### src/rtl/bsram_readback_if.sv
// BSRAM read port plus boot-image table lookup, shared between the
// read-back verifier (master) and the memory/table side (slave).
interface bsram_readback_if #(
    parameter int ADDR_W = 11,
    parameter int DATA_W = 16
);
    logic              mem_req;
    logic              mem_ce;
    logic [ADDR_W-1:0] mem_ad;
    logic [DATA_W-1:0] mem_dout;
    logic [ADDR_W-1:0] exp_addr;
    logic [DATA_W-1:0] exp_data;

    modport master (
        output mem_req,
        output mem_ce,
        output mem_ad,
        output exp_addr,
        input  mem_dout,
        input  exp_data
    );

    modport slave (
        input  mem_req,
        input  mem_ce,
        input  mem_ad,
        input  exp_addr,
        output mem_dout,
        output exp_data
    );
endinterface

### src/rtl/bsram_readback.sv
// Reads back BSRAM words 0..DEPTH-1 after boot and compares each against the
// boot image table, reporting pass/fail, error count and the first mismatch.
module bsram_readback #(
    parameter  int ADDR_W   = 11,
    parameter  int DATA_W   = 16,
    parameter  int DEPTH    = 16,
    parameter  int READ_LAT = 1,
    localparam int ERR_W    = $clog2(DEPTH) + 1
) (
    input  logic              clk,
    input  logic              rst,
    input  logic              start,
    bsram_readback_if.master  bus,
    output logic              busy,
    output logic              done,
    output logic              pass,
    output logic [ERR_W-1:0]  err_count,
    output logic [ADDR_W-1:0] first_err_addr,
    output logic [DATA_W-1:0] first_err_data,
    output logic [1:0]        dbg_state
);
    // Handshake: start is a one-cycle pulse, accepted only in IDLE or DONE;
    // a pulse while busy is dropped and the running pass is unaffected.

    typedef enum logic [1:0] {
        S_IDLE  = 2'd0,
        S_ISSUE = 2'd1,
        S_DRAIN = 2'd2,
        S_DONE  = 2'd3
    } state_t;

    localparam logic [ADDR_W-1:0] LAST_ADDR  = ADDR_W'(DEPTH - 1);
    localparam logic [1:0]        DRAIN_LAST = 2'(READ_LAT - 1);

    state_t            state;
    state_t            state_nxt;
    logic              start_acc;
    logic [ADDR_W-1:0] issue_cnt;
    logic [1:0]        drain_cnt;
    logic              mem_req_c;
    logic [ADDR_W-1:0] mem_ad_c;

    logic              tag_v [READ_LAT];
    logic [ADDR_W-1:0] tag_a [READ_LAT];
    logic              tag_v_out;
    logic [ADDR_W-1:0] tag_a_out;
    logic [ADDR_W-1:0] exp_addr_q;
    logic [ADDR_W-1:0] exp_addr_c;
    logic              mismatch;

    // ---------------- FSM: state register ----------------
    always_ff @(posedge clk or negedge rst) begin
        if (!rst) begin
            state <= S_IDLE;
        end else begin
            state <= state_nxt;
        end
    end

    // ---------------- FSM: next-state logic ----------------
    always_comb begin
        state_nxt = state;
        start_acc = 1'b0;
        case (state)
            S_IDLE, S_DONE: begin
                if (start) begin
                    start_acc = 1'b1;
                    state_nxt = S_ISSUE;
                end
            end
            S_ISSUE: begin
                if (issue_cnt == LAST_ADDR) begin
                    state_nxt = S_DRAIN;
                end
            end
            S_DRAIN: begin
                if (drain_cnt == DRAIN_LAST) begin
                    state_nxt = S_DONE;
                end
            end
            default: state_nxt = S_IDLE;
        endcase
    end

    // ---------------- FSM: outputs ----------------
    always_comb begin
        mem_req_c = 1'b0;
        mem_ad_c  = '0;
        busy      = 1'b0;
        done      = 1'b0;
        case (state)
            S_ISSUE: begin
                mem_req_c = 1'b1;
                mem_ad_c  = issue_cnt;
                busy      = 1'b1;
            end
            S_DRAIN: begin
                mem_req_c = 1'b1;
                busy      = 1'b1;
            end
            S_DONE: begin
                done = 1'b1;
            end
            default: begin
                mem_req_c = 1'b0;
            end
        endcase
    end

    assign bus.mem_req = mem_req_c;
    assign bus.mem_ce  = mem_req_c;
    assign bus.mem_ad  = mem_ad_c;
    assign dbg_state   = state;
    assign pass        = done && (err_count == '0);

    // Issue counter parks on the last address so it never wraps at full depth.
    always_ff @(posedge clk or negedge rst) begin
        if (!rst) begin
            issue_cnt <= '0;
            drain_cnt <= '0;
        end else begin
            if (start_acc) begin
                issue_cnt <= '0;
            end else if (state == S_ISSUE && issue_cnt != LAST_ADDR) begin
                issue_cnt <= issue_cnt + ADDR_W'(1);
            end
            drain_cnt <= (state == S_DRAIN) ? drain_cnt + 2'd1 : 2'd0;
        end
    end

    // Tag pipeline mirrors the BSRAM read latency so each returning word
    // arrives with the address it was read from.
    always_ff @(posedge clk or negedge rst) begin
        if (!rst) begin
            for (int i = 0; i < READ_LAT; i++) begin
                tag_v[i] <= 1'b0;
                tag_a[i] <= '0;
            end
        end else begin
            tag_v[0] <= (state == S_ISSUE);
            tag_a[0] <= issue_cnt;
            for (int i = 1; i < READ_LAT; i++) begin
                tag_v[i] <= tag_v[i-1];
                tag_a[i] <= tag_a[i-1];
            end
        end
    end

    assign tag_v_out  = tag_v[READ_LAT-1];
    assign tag_a_out  = tag_a[READ_LAT-1];
    assign exp_addr_c = tag_v_out ? tag_a_out : exp_addr_q;
    assign bus.exp_addr = exp_addr_c;
    assign mismatch   = tag_v_out && (bus.mem_dout != bus.exp_data);

    always_ff @(posedge clk or negedge rst) begin
        if (!rst) begin
            exp_addr_q <= '0;
        end else begin
            exp_addr_q <= exp_addr_c;
        end
    end

    // Result registers; first_err_* is only written by the first mismatch.
    always_ff @(posedge clk or negedge rst) begin
        if (!rst) begin
            err_count      <= '0;
            first_err_addr <= '0;
            first_err_data <= '0;
        end else if (start_acc) begin
            err_count      <= '0;
            first_err_addr <= '0;
            first_err_data <= '0;
        end else if (mismatch) begin
            err_count <= err_count + ERR_W'(1);
            if (err_count == '0) begin
                first_err_addr <= tag_a_out;
                first_err_data <= bus.mem_dout;
            end
        end
    end
endmodule

### src/flat_wrapper.sv
// flat-port wrapper written by rule: the top's interface ports become plain ports
module bsram_readback_flat 
#(
    parameter  int ADDR_W   = 11,
    parameter  int DATA_W   = 16,
    parameter  int DEPTH    = 16,
    parameter  int READ_LAT = 1,
    localparam int ERR_W    = $clog2(DEPTH) + 1
)
  (clk, rst, start, busy, done, pass, err_count, first_err_addr, first_err_data, dbg_state, bus_mem_req, bus_mem_ce, bus_mem_ad, bus_exp_addr, bus_mem_dout, bus_exp_data);
  bsram_readback_if #(.ADDR_W(ADDR_W), .DATA_W(DATA_W)) bus_i ();
  input  logic clk;
  input  logic rst;
  input  logic start;
  output logic busy;
  output logic done;
  output logic pass;
  output logic [ERR_W-1:0] err_count;
  output logic [ADDR_W-1:0] first_err_addr;
  output logic [DATA_W-1:0] first_err_data;
  output logic [1:0] dbg_state;
  output wire logic [$bits(bus_i.mem_req)-1:0] bus_mem_req;
  output wire logic [$bits(bus_i.mem_ce)-1:0] bus_mem_ce;
  output wire logic [$bits(bus_i.mem_ad)-1:0] bus_mem_ad;
  output wire logic [$bits(bus_i.exp_addr)-1:0] bus_exp_addr;
  input wire logic [$bits(bus_i.mem_dout)-1:0] bus_mem_dout;
  input wire logic [$bits(bus_i.exp_data)-1:0] bus_exp_data;
  assign bus_mem_req = bus_i.mem_req;
  assign bus_mem_ce = bus_i.mem_ce;
  assign bus_mem_ad = bus_i.mem_ad;
  assign bus_exp_addr = bus_i.exp_addr;
  assign bus_i.mem_dout = bus_mem_dout;
  assign bus_i.exp_data = bus_exp_data;
  bsram_readback #(.ADDR_W(ADDR_W), .DATA_W(DATA_W), .DEPTH(DEPTH), .READ_LAT(READ_LAT)) u_core (.clk(clk), .rst(rst), .start(start), .bus(bus_i), .busy(busy), .done(done), .pass(pass), .err_count(err_count), .first_err_addr(first_err_addr), .first_err_data(first_err_data), .dbg_state(dbg_state));
endmodule
### config.mk
export PLATFORM = sky130hd
export DESIGN_NAME = bsram_readback_flat
export DESIGN_NICKNAME = d
export VERILOG_FILES = /design/src/rtl/bsram_readback_if.sv /design/src/rtl/bsram_readback.sv /design/src/flat_wrapper.sv
export SDC_FILE = /design/constraint.sdc
export NUM_CORES = 1
export LEC_CHECK = 0
export CORE_UTILIZATION = 44
export CTS_BUF_LIST = sky130_fd_sc_hd__clkbuf_4
export CTS_CLUSTER_DIAMETER = 120
export DETAILED_ROUTE_END_ITERATION = 10
export PLACE_DENSITY = 0.81
export SYNTH_ARGS = -nofsm -noshare
export SYNTH_HDL_FRONTEND = slang
export SYNTH_SLANG_ARGS = --single-unit
### constraint.sdc
create_clock -name clk -period 1.9 [get_ports clk]
set_input_delay 0.475 -clock clk [delete_from_list [all_inputs] [get_ports clk]]
set_output_delay 0.475 -clock clk [all_outputs]
set_load 0.05 [all_outputs]
==> out/qor.yml <==
routing:
  route.vias.total: 2640
  wire_per_inst_um: 15.0
  avgViaCountPerCell: 4.89
  first_pass_iters: 4
  final_wirelength_mm: 8.11
  detail-route-antenna-nets: 0
  detailedRoute.firstIterationViolations: 178
  route.detailed.drc: 0
synthesis:
  synth_top_flop_cell: "sky130_fd_sc_hd__dfrtp_1"
  yosys.area.top_type_share: 0.540
  syn_avg_cell_area_sq_um: 11.0
  postSynthNetCount: 338
  yosysWarnings: 0
  synth_enable_flop_cells: 0
  syn_inst: 296
  seq_area_frac_synth: 0.540
  syn_area_sq_um: 3240
  synth_seq_cells: 70
  post_synth_main_area_contributors: "sky130_fd_sc_hd__dfrtp_1 54%, sky130_fd_sc_hd__mux2i_1 8.6%, sky130_fd_sc_hd__nand2_1 6.9%"
  synth_commonest_cells: "70 x sky130_fd_sc_hd__dfrtp_1, 60 x sky130_fd_sc_hd__nand2_1, 28 x sky130_fd_sc_hd__mux2i_1"
  yosys.area.top_type: "sky130_fd_sc_hd__dfrtp_1"
  async_flop_share: 1.00
  synthMostInstantiatedCell: "sky130_fd_sc_hd__dfrtp_1"
  synth.distinct_cells: 28
grt:
  grt_max_degree: 57
  overflow: 0
  first_global_vias: 2610
  number_of_antenna_violations_at_the_first_check_in_global_routing: 0
  grt_first_pass_wirelength_mm: 12.3
  grt_util_all_layers: 0.211
pwr:
  total_power_uw: 7330
  cellPowerDensity_nw_per_um2: 1420
  net_switching_share_of_the_total_power: 0.421
  peakVddDrop_uv: 1640
  p_int_uw: 4240
  switchingPower_uw: 3090
  static-leakage-power_uw: 0.00253
  power.share.clock: 0.145
  share_seq_of_total_power: 0.267
  gate_power_share: 0.588
placed_design:
  place.gp.congestion: 0.798
  place_ws_ns: -0.502
  io_buffers: 95
  placedInstanceArea_sq_um: 4650
  post-dp-hpwl_mm: 5.44
worst_hold_path:
  hold_depth: 1
  holdCritStartpoint: "u_core.drain_cnt[0]"
  min_to: "u_core.drain_cnt[0]"
  timing.hold.worst.class: "reg -> reg"
worst_setup_path:
  critPathCaptureType: "output port"
  cp_startpoint_kind: "register"
  r2r_end: "u_core.issue_cnt[4]"
  timing.reg2reg.worst_path_depth: 6
  worstPathRequired_ns: 1.42
  setup.worst_path.class: "reg -> out"
  crit_arrival_ns: 1.54
  setup_slack_of_the_worst_register_to_register_path_ns: -0.01
  critical_path.max_fanout: 4
  crit-reg2reg-launch: "u_core.issue_cnt[7]"
floorplan:
  design.core.area_sq_um: 6940
  floorplan.die.width_um: 87.9
  dieArea_sq_um: 7720
  fp-row-count: 30
  ios: 96
  die_height_um: 87.9
  start_util: 0.467
cells_and_area:
  fillCellCount: 455
  areaGrowthSynthToFinish_pct: 59.4
  postLayoutCellArea_sq_um: 5170
  diodes: 0
  layout_cell_share_with_drive_strength_beyond_1: 0.387
  layout.core_utilization: 0.745
  num-nets-final: 481
cts:
  insertion_delay_ns: 0.39
  clockRootBuffer: "sky130_fd_sc_hd__clkbuf_4"
  cts_tree: "built"
  ctsLongestPathBuffers: 2
  htree_levels: 3
  cts_inserted_buffers: 9
  cts.clk_slew.worst_paths_ns: 0.11
  clock_sink_count: 70
sta:
  finalWorstSetupSlack_ns: -0.119
  final_max_slew_viol_count: 0
  max-slew-margin-rel: 0.730
  fin_tns_setup_ns: -1.26
  rsz0062_at_grt: "yes"
  final_worst_clock_skew_ns: 0.00851
  final-setup-viol-count: 22
  finalHoldViolations: 0
  final_period_minus_worst_setup_slack_ns: 2.02
  top_achievable_clock_speed_mhz: 495
  timing_worst_slew_pin_value_ns: 0.404
  final.period_utilization: 1.06
run_status:
  failed_checks: "negative setup slack"
  status: "finished with violations"
flow_run:
  max-cap-violations: 0
==> how the worst max path moves through the flow <==
stage	from	to	slack, ns	cells after the start
CTS	u_core.dbg_state[0]	bus_mem_ad[5]	-0.14	4
global placement	bus_mem_dout[0]	u_core.first_err_data[5]	-0.41	7
global route	u_core.dbg_state[0]	busy	-0.19	4
detailed placement	bus_mem_dout[4]	u_core.first_err_addr[9]	-0.50	7
floorplan	u_core.dbg_state[0]	bus_mem_req	-0.07	4
finish	u_core.dbg_state[0]	pass	-0.12	4
==> sequential cells by signal, summed over array words and instances (netlist names) <==
| signal | flops |
|---|---|
| u_core.drain_cnt | 2 |
| u_core.err_count | 5 |
| u_core.first_err_addr | 11 |
| u_core.first_err_data | 16 |
| u_core.tag_a | 11 |
| u_core.exp_addr_q | 11 |
| u_core.issue_cnt | 11 |
| u_core.dbg_state | 2 |
| u_core.tag_v | 1 |
==> per-layer routing <==
metal | vias to the layer above | part of all wire | global-route usage | routed length, um
li1 | 1265 | - | - | -
met1 | 1286 | 0.42 | 0.254 | 3410
met2 | 87 | 0.51 | 0.378 | 4110
met3 | 2 | 0.071 | 0.0566 | 573
met4 | 0 | 0.0020 | 0.0447 | 16
met5 | - | 0 | 0 | 0
==> metrics by stage <==
stage          hold slack, ns  cells
6_report                0.444    540
5_1_grt                 0.450    540
4_1_cts                 0.440    534
3_5_place_dp            0.421    506
3_3_place_gp            0.408    506
2_1_floorplan           0.179    296
==> worst max-delay path: stages, from the launching register on <==
cell and delay (ns):
sky130_fd_sc_hd__dfrtp_2 0.46, sky130_fd_sc_hd__buf_4 0.16, sky130_fd_sc_hd__ha_4 0.17, sky130_fd_sc_hd__and4b_2 0.22, sky130_fd_sc_hd__buf_12 0.15
==> placed cells by master, fill, tap and decap left out, types with 2 or more instances in the layout <==
cell type	n
sky130_fd_sc_hd__a21oi_1	6
sky130_fd_sc_hd__and2_1	2
sky130_fd_sc_hd__and2_4	10
sky130_fd_sc_hd__and3_1	2
sky130_fd_sc_hd__buf_12	21
sky130_fd_sc_hd__buf_4	73
sky130_fd_sc_hd__buf_6	12
sky130_fd_sc_hd__buf_8	3
sky130_fd_sc_hd__bufinv_16	2
sky130_fd_sc_hd__clkbuf_16	2
sky130_fd_sc_hd__clkbuf_4	10
sky130_fd_sc_hd__clkdlybuf4s15_1	5
sky130_fd_sc_hd__clkinvlp_4	4
sky130_fd_sc_hd__dfrtp_1	68
sky130_fd_sc_hd__dfrtp_2	2
sky130_fd_sc_hd__dlygate4sd2_1	25
sky130_fd_sc_hd__dlymetal6s2s_1	2
sky130_fd_sc_hd__ha_1	4
sky130_fd_sc_hd__ha_4	3
sky130_fd_sc_hd__inv_1	8
sky130_fd_sc_hd__inv_2	2
sky130_fd_sc_hd__mux2_4	11
sky130_fd_sc_hd__mux2i_1	27
sky130_fd_sc_hd__nand2_1	58
sky130_fd_sc_hd__nand3_1	6
sky130_fd_sc_hd__nand4_1	5
sky130_fd_sc_hd__nor2_1	18
sky130_fd_sc_hd__o21ai_0	5
sky130_fd_sc_hd__or3_1	5
sky130_fd_sc_hd__xnor2_1	17
sky130_fd_sc_hd__xnor2_2	4
sky130_fd_sc_hd__xor2_1	5
==> repair_timing <==
action / CTS / global route
cloned: 1 / 2
endpoints found under the setup margin: 57 / 34
endpoints found under the hold margin: 15 / 0
hold buffers: 1 / 0
pin swaps: 13 / 15
gates resized for setup: 69 / 21
buffers inserted: 10 / 4
==> logic make-up after synthesis <==
| kind of cell | Yosys count | synth area share |
|---|---|---|
| simple gates | 112 | 0.155 |
| flops | 70 | 0.540 |
| mux | 39 | 0.125 |
| buf+inv | 27 | 0.0459 |
| xor+xnor | 26 | 0.0702 |
| compound gates | 15 | 0.0370 |
| fa+ha+maj | 7 | 0.0270 |
==> power groups by stage <==
stage | Clock (uW) | Combinational [uW] | Sequential (uW)
finish | 1060 | 4310 | 1960
global route | 1160 | 4540 | 1990
CTS | 1080 | 4040 | 1940
detailed placement | 0 | 3670 | 1980
global placement | 0 | 3610 | 1960
floorplan | 0 | 1880 | 2510
==> layout make-up <==
class / instances / area, sq um / area share
clock buffer: 10 / 75.1 / 0.0145
sequential: 70 / 1750 / 0.339
tap: 96 / 120 / 0.0232
inverter: 12 / 51.3 / 0.00992
timing repair buffer: 147 / 1550 / 0.300
multi-input combinational: 199 / 1530 / 0.297
clock inverter: 6 / 86.3 / 0.0167
Power figures use the tool's default switching activity.
